<file path="src/rtl/wb_arbiter2.sv">
// Two-master Wishbone arbiter with fair tie-break and combinational owner routing.
// Define WB_ARB_TIMEOUT_EN to build the stalled-strobe timeout (TOUT state, err_o, timeout_o).
module wb_arbiter2 #(
    parameter int WB_DATA_WIDTH  = 32,
    parameter int WB_ADDR_WIDTH  = 32,
    parameter int WB_SEL_WIDTH   = 4,
    parameter int TIMEOUT_CYCLES = 255
) (
    input  logic                     clk_i,
    input  logic                     rst_n_i,
    input  logic [WB_ADDR_WIDTH-1:0] wb_m0_addr_i,
    input  logic [WB_DATA_WIDTH-1:0] wb_m0_data_i,
    input  logic                     wb_m0_we_i,
    input  logic [WB_SEL_WIDTH-1:0]  wb_m0_sel_i,
    input  logic                     wb_m0_stb_i,
    input  logic                     wb_m0_cyc_i,
    output logic                     wb_m0_ack_o,
    output logic                     wb_m0_err_o,
    output logic [WB_DATA_WIDTH-1:0] wb_m0_data_o,
    input  logic [WB_ADDR_WIDTH-1:0] wb_m1_addr_i,
    input  logic [WB_DATA_WIDTH-1:0] wb_m1_data_i,
    input  logic                     wb_m1_we_i,
    input  logic [WB_SEL_WIDTH-1:0]  wb_m1_sel_i,
    input  logic                     wb_m1_stb_i,
    input  logic                     wb_m1_cyc_i,
    output logic                     wb_m1_ack_o,
    output logic                     wb_m1_err_o,
    output logic [WB_DATA_WIDTH-1:0] wb_m1_data_o,
    output logic [WB_ADDR_WIDTH-1:0] wb_s_addr_o,
    output logic [WB_DATA_WIDTH-1:0] wb_s_data_o,
    output logic [WB_SEL_WIDTH-1:0]  wb_s_sel_o,
    output logic                     wb_s_we_o,
    output logic                     wb_s_stb_o,
    output logic                     wb_s_cyc_o,
    input  logic                     wb_s_ack_i,
    input  logic [WB_DATA_WIDTH-1:0] wb_s_data_i,
    output logic                     timeout_o
);
    localparam logic [1:0] ST_IDLE = 2'd0;
    localparam logic [1:0] ST_OWN0 = 2'd1;
    localparam logic [1:0] ST_OWN1 = 2'd2;
`ifdef WB_ARB_TIMEOUT_EN
    localparam logic [1:0] ST_TOUT = 2'd3;
    localparam int CNT_W = $clog2(TIMEOUT_CYCLES + 1);
`endif

    if (TIMEOUT_CYCLES < 1 || TIMEOUT_CYCLES > 65535) begin : g_bad_timeout
        $error("TIMEOUT_CYCLES out of range 1..65535");
    end

    logic [1:0]               state_reg, state_next;
    logic                     last_grant_reg, last_grant_next;
    logic                     owner, owning, in_tout, tout_hit;
    logic [1:0]               m_cyc, m_stb, m_we, m_ack, m_err;
    logic [WB_ADDR_WIDTH-1:0] m_addr [2];
    logic [WB_DATA_WIDTH-1:0] m_wdata [2];
    logic [WB_DATA_WIDTH-1:0] m_rdata [2];
    logic [WB_SEL_WIDTH-1:0]  m_sel [2];

    assign m_cyc      = {wb_m1_cyc_i, wb_m0_cyc_i};
    assign m_stb      = {wb_m1_stb_i, wb_m0_stb_i};
    assign m_we       = {wb_m1_we_i, wb_m0_we_i};
    assign m_addr[0]  = wb_m0_addr_i;
    assign m_addr[1]  = wb_m1_addr_i;
    assign m_wdata[0] = wb_m0_data_i;
    assign m_wdata[1] = wb_m1_data_i;
    assign m_sel[0]   = wb_m0_sel_i;
    assign m_sel[1]   = wb_m1_sel_i;

    // last_grant is rewritten on every grant, so it names the owner in OWNn and TOUT
    assign owner  = last_grant_reg;
    assign owning = (state_reg == ST_OWN0) || (state_reg == ST_OWN1);

`ifdef WB_ARB_TIMEOUT_EN
    logic [CNT_W-1:0] cnt_reg, cnt_next;
    logic             stall;

    assign in_tout  = (state_reg == ST_TOUT);
    assign stall    = owning && m_cyc[owner] && m_stb[owner] && !wb_s_ack_i;
    assign tout_hit = stall && (cnt_reg == CNT_W'(TIMEOUT_CYCLES - 1));
    // The counter restarts whenever the state moves (grant change, TOUT entry or exit)
    assign cnt_next = (stall && (state_next == state_reg)) ? cnt_reg + 1'b1 : '0;

    always_ff @(posedge clk_i or negedge rst_n_i) begin
        if (!rst_n_i) cnt_reg <= '0;
        else          cnt_reg <= cnt_next;
    end
`else
    assign in_tout  = 1'b0;
    assign tout_hit = 1'b0;
`endif

    always_comb begin
        state_next      = state_reg;
        last_grant_next = last_grant_reg;
        case (state_reg)
            ST_IDLE: begin
                if (m_cyc[0] && m_cyc[1]) begin
                    last_grant_next = ~last_grant_reg;
                    state_next      = last_grant_reg ? ST_OWN0 : ST_OWN1;
                end else if (m_cyc[0]) begin
                    last_grant_next = 1'b0;
                    state_next      = ST_OWN0;
                end else if (m_cyc[1]) begin
                    last_grant_next = 1'b1;
                    state_next      = ST_OWN1;
                end
            end
            ST_OWN0, ST_OWN1: begin
                if (!m_cyc[owner]) begin
                    if (m_cyc[~owner]) begin
                        last_grant_next = ~owner;
                        state_next      = owner ? ST_OWN0 : ST_OWN1;
                    end else begin
                        state_next = ST_IDLE;
                    end
                end else if (tout_hit) begin
`ifdef WB_ARB_TIMEOUT_EN
                    state_next = ST_TOUT;
`endif
                end
            end
`ifdef WB_ARB_TIMEOUT_EN
            ST_TOUT: begin
                if (m_cyc[owner]) begin
                    state_next = owner ? ST_OWN1 : ST_OWN0;
                end else if (m_cyc[~owner]) begin
                    last_grant_next = ~owner;
                    state_next      = owner ? ST_OWN0 : ST_OWN1;
                end else begin
                    state_next = ST_IDLE;
                end
            end
`endif
            default: state_next = ST_IDLE;
        endcase
    end

    always_ff @(posedge clk_i or negedge rst_n_i) begin
        if (!rst_n_i) begin
            state_reg      <= ST_IDLE;
            last_grant_reg <= 1'b1;
        end else begin
            state_reg      <= state_next;
            last_grant_reg <= last_grant_next;
        end
    end

    // Address/data/sel/we stay routed through TOUT; only stb and cyc are withdrawn
    assign wb_s_addr_o = (owning || in_tout) ? m_addr[owner]  : '0;
    assign wb_s_data_o = (owning || in_tout) ? m_wdata[owner] : '0;
    assign wb_s_sel_o  = (owning || in_tout) ? m_sel[owner]   : '0;
    assign wb_s_we_o   = (owning || in_tout) && m_we[owner];
    assign wb_s_stb_o  = owning && m_stb[owner];
    assign wb_s_cyc_o  = owning && m_cyc[owner];
    assign timeout_o   = in_tout;

    genvar gi;
    generate
        for (gi = 0; gi < 2; gi++) begin : g_ret
            assign m_ack[gi]   = owning && (owner == 1'(gi)) && wb_s_ack_i;
            assign m_err[gi]   = in_tout && (owner == 1'(gi));
            assign m_rdata[gi] = (owning && (owner == 1'(gi))) ? wb_s_data_i : '0;
        end
    endgenerate

    assign wb_m0_ack_o  = m_ack[0];
    assign wb_m1_ack_o  = m_ack[1];
    assign wb_m0_err_o  = m_err[0];
    assign wb_m1_err_o  = m_err[1];
    assign wb_m0_data_o = m_rdata[0];
    assign wb_m1_data_o = m_rdata[1];
endmodule

</file>
<file path="config.mk">
export PLATFORM = sky130hd
export DESIGN_NAME = wb_arbiter2
export DESIGN_NICKNAME = d
export VERILOG_FILES = /design/src/rtl/wb_arbiter2.sv
export SDC_FILE = /design/constraint.sdc
export NUM_CORES = 1
export LEC_CHECK = 0
export BUFFER_PORTS_ARGS = -buffer_cell sky130_fd_sc_hd__buf_2
export CAP_MARGIN = 15
export CORE_AREA = 4 4 123 125
export DETAILED_ROUTE_END_ITERATION = 8
export DIE_AREA = 0 0 127 129
export SLEW_MARGIN = 5
export SYNTH_ARGS = -nofsm -noshare
export SYNTH_HDL_FRONTEND = slang
export SYNTH_SLANG_ARGS = --single-unit
export TNS_END_PERCENT = 30
</file>
<file path="constraint.sdc">
create_clock -name clk_i -period 1.6 [get_ports clk_i]
set_input_delay 0.32 -clock clk_i [delete_from_list [all_inputs] [get_ports clk_i]]
set_output_delay 0.32 -clock clk_i [all_outputs]
set_load 0.1 [all_outputs]
</file>
== After elaboration in Yosys (flattened, before gate mapping) ==
Cells that the tools add are included.

* Reduce and logical (&&, ||, !) cells: 14
* $lt $le $gt $ge: 3
* Bitwise logic cells: 2
* Muxes and demuxes: 35
* Eq/ne operators: 5

{| class="wikitable"
|+ Operator list
! operator !! number
|-
| $mux W32 || 10
|-
| $mux W4 || 4
|-
| $mux W1 || 13
|-
| $mux W2 || 6
|-
| $logic_and A1 B1 Y1 || 8
|-
| $lt A1 B2 Y1 const B || 2
|-
| $ne A2 B2 Y1 const B || 2
|-
| $ne A4 B4 Y1 const B || 1
|-
| $pmux W2 S2 || 1
|-
| $reduce_and A4 Y1 || 1
|-
| $eq A2 B1 Y1 const B || 1
|-
| $eq A2 B2 Y1 const B || 1
|-
| $ge A2 B2 Y1 const B || 1
|-
| $logic_not A2 Y1 || 1
|-
| $not A1 Y2 || 1
|-
| $pmux W1 S2 || 1
|-
| $reduce_and A2 Y1 || 1
|-
| $reduce_bool A2 Y1 || 1
|-
| $reduce_or A2 Y1 || 1
|-
| $logic_or A1 B1 Y1 || 1
|-
| $not A1 Y1 || 1
|}

* Input port bits: 177
* Flip-flop bits (word level): 3
* Output and inout port bits: 140
* Logic and storage cells: 61

== Logic depth before layout (Yosys ltp) ==
* Depth in word-level cells: 6
* Depth in mapped cells: 7
* Mapped depth without buffers: 6

== Worst setup path after synthesis ==
No wires, ideal clock.

* Path kind: reg-to-output
* From: reg state_reg[0]
* To: out wb_s_data_o[10]
* Slack: -1.301 ns
* Arrival: 2.581 ns
* Buffers on the path: 3
* Stages on the path, launching flop included: 7
* Required time: 1.280 ns
* Path through: dfrtp_1 -> inv_1 -> ha_1 -> buf_2 -> buf_2 -> clkbuf_1 -> nor2b_1

* Word-level cells in the longest chain between the ends: 3
* Elaborated cells between the ends (all ways): 4
* Classes of those cells: eq/ne (2); mux (1); reduce/logical (1)

{| class="wikitable"
|+ RTL lines
! element !! RTL line !! source
|-
| start, declared || 51 || <nowiki>logic [1:0] state_reg, state_next;</nowiki>
|-
| start signal, assigned || 144 || <nowiki>state_reg <= state_next;</nowiki>
|-
| $eq A2 B1 Y1 or $eq A2 B2 Y1 (tied branches) || 72 || <nowiki>assign owning = (state_reg == ST_OWN0) || (state_reg == ST_OWN1);</nowiki>
|-
| $logic_or A1 B1 Y1 (*) || 72 ||
|-
| $mux W32 (*) || 151 || <nowiki>assign wb_s_data_o = (owning || in_tout) ? m_wdata[owner] : '0;</nowiki>
|-
| end, declared || 30 || <nowiki>output logic [WB_DATA_WIDTH-1:0] wb_s_data_o,</nowiki>
|}

Mark *: on every way between the ends. The rest lies on a longest branch, timed or not.

== Worst setup path in the final report ==
* From: reg last_grant_reg
* To: out wb_s_addr_o[13]

* Word-level cells in the longest chain between the ends: 5

{| class="wikitable"
|+ RTL lines
! element !! RTL line !! source
|-
| start, declared || 52 || <nowiki>logic last_grant_reg, last_grant_next;</nowiki>
|-
| start signal, assigned || 145 || <nowiki>last_grant_reg <= last_grant_next;</nowiki>
|-
| $not A1 Y2 (implied by the code) || 150 || <nowiki>assign wb_s_addr_o = (owning || in_tout) ? m_addr[owner] : '0;</nowiki>
|-
| $mux W32 (implied by the code) (3 in a row) || 150 ||
|-
| $mux W32 || 150 ||
|-
| end, declared || 29 || <nowiki>output logic [WB_ADDR_WIDTH-1:0] wb_s_addr_o,</nowiki>
|}

Every way passes these cells. The select of a mux whose other input is x is not followed.

==> flow_summary.ini <==
[placement]
io_buffers = 313
hpwl_um = 10700
gp_congestion = 0.769
dp_slack_ns = -0.268

[clock_tree]
cts_buffers = 3
h-tree-depth = 1
clock_path_buffers = 2
clkLatencyLatePin_ns = 0.22
tritoncts = yes
clk_pin_slew_worst_paths_ns = 0.03
clock-sinks = 3
ctsRootBufferMaster = clkbuf_16

[critical_path]
worst-path-max-fanout = 26
criticalPathCategory = reg2out
r2r_setup_slack_ns = -0.14
required_ns = 1.28
crit_path_start_kind = flop
cp-end-kind = primary output
worst-endpoint-arrival_ns = 1.72

[synthesis]
synth-seq-area-share_pct = 3.87
ys.flop_type = dfrtp_1
synthCells = 267
yosys.area.top_type = mux2i_1
ys_ff_latch = 3
synth_area_um2 = 1970
synth_warnings = 0
yosys-top-cells-area = mux2i_1, nor2b_1, and2_1
avgSynthCellArea_um2 = 7.39
synth_common_cells = nor2b_1, mux2i_1, and2_1, and3_1, clkbuf_1
yosysMostFrequentCell = nor2b_1
async_reset_ff_share_pct = 100
synth_top_area_share_pct = 36.0
ys_types = 26
synth_edf_count = 0

[min_path]
hold_class = in2reg

[route]
drt_iter0_markers = 73
drcViolationCount = 0
first_pass_iters = 4
num_vias = 3161
route.antenna.remaining_nets = 0
drt-total-wl_um = 12300
viasPerCell = 4.14
wl_per_cell_um = 16.2

[layout]
syn2layout_area_growth_pct = 261
nFillCells = 1201
drive_gt1_share_pct = 93.0
largest_register_ffs = 2
num-nets-final = 763

[run_status]
violations = negative setup slack
outcome = finished with violations

[sta]
finalHoldViolations = 0
clock.fmax_ghz = 0.489
fin_worst_skew_ns = 0.000411
maxSlewViolCount = 0
fin_crit_sh_pct = 128
post-route-min-period_ns = 2.04
holdWs_ns = 0.398
rsz0062_at_grt = yes
final.setup.worst_slack_ns = -0.443
finalSetupViolCount = 139

[grt]
grt_start_max_net_pins = 60
grt_remaining_overflow = 0
grtUsageTotal_pct = 13.8
antenna_found_initial = 1
grt_first_pass_wirelength_um = 18100
grt_pass1_vias = 3476

[die]
die_w_um = 127
die_h_um = 129
row_count = 43
io_pins = 317
core_area_um2 = 13900
initial_utilization_pct = 14.2
die_area_um2 = 16400

[run]
cap_violations = 0
-- critical path, cell delays in order, from the launching register on --
cell,delay (ns)
dfstp_4,0.68
buf_12,0.25
mux2i_1,0.31
nor2b_4,0.08
buf_12,0.17
-- cell usage in the layout (no fill, tap or decap), types with 2 or more instances in the layout --
master     Yosys  layout
buf_2          4     176
buf_12         0     142
nor2b_4        0      71
mux2i_2        0      48
and2_4         0      30
and3_4         0      27
buf_4          9      15
mux2i_1       71      14
mux2i_4        0       9
and3_2         0       6
and2_2         0       3
nand2_1        3       3
inv_1          5       3
conb_1         1       3
clkbuf_16      0       3
inv_2          0       2
nor2_1         2       2
ha_1           3       2
buf_8          0       2
buf_6          1       2
dfrtp_1        2       2
-- layer usage --
metal	global-route usage [%]	wire length [um]
met5	0	0
met3	4.82	1320
met2	26.9	6720
met1	14.1	4100
met4	2.90	209
-- worst paths after layout --
check / start / endpoint / depth (start not counted)
setup / recovery: last_grant_reg$_DFFE_PN1P_ / wb_s_addr_o[13] / 4
max in group asynchronous: rst_n_i / last_grant_reg$_DFFE_PN1P_ / 2
hold reg to reg: state_reg[1]$_DFFE_PN0P_ / state_reg[1]$_DFFE_PN0P_ / 3
hold / removal: wb_m0_cyc_i / last_grant_reg$_DFFE_PN1P_ / 2
min in group asynchronous: rst_n_i / state_reg[1]$_DFFE_PN0P_ / 2
setup reg to reg: last_grant_reg$_DFFE_PN1P_ / state_reg[1]$_DFFE_PN0P_ / 6
-- layout make-up --
type                            instances  area (um2)  area share [%]
Timing Repair Buffer                  339        3930            55.1
Multi-Input combinational cell        231        2800            39.3
Tap cell                              180         225            3.16
Sequential cell                         3        80.1            1.12
Clock buffer                            4        78.8            1.11
Inverter                                5        18.8           0.263
Antenna cell                            1        2.50          0.0351
-- through the flow --
stage | instances | utilization, % | instance area, um2 | setup TNS [ns]
6_report | 763 | 51.4 | 7130 | -53.29
4_1_cts | 762 | 50.8 | 7050 | -55.61
3_5_place_dp | 756 | 48.0 | 6670 | -26.43
5_1_grt | 763 | 51.4 | 7130 | -63.41
2_1_floorplan | 269 | - | 2810 | -31.43
3_3_place_gp | 756 | 48.0 | 6670 | -23.14
-- kinds of logic after synthesis --
family                     count (synthesis)  synth area share, %
adders and majority gates                  3                 1.90
muxes                                     71                 36.0
other                                      1                0.190
AOI/OAI and AO/OA                         10                 4.06
buffers and inverters                     35                 9.00
DFF                                        3                 3.87
and+or+nand+nor                          144                 45.0
-- what timing repair did --
item	4_1_cts	5_1_grt
pin swaps	33	9
endpoints found under the setup margin	139	140
hold buffers	1	0
hold endpoints to repair	2	0
setup buffers	1	0
resized for setup	63	21
Power is not shown: default switching activity piles up to over one toggle a cycle in this logic, so the estimate is an artifact.
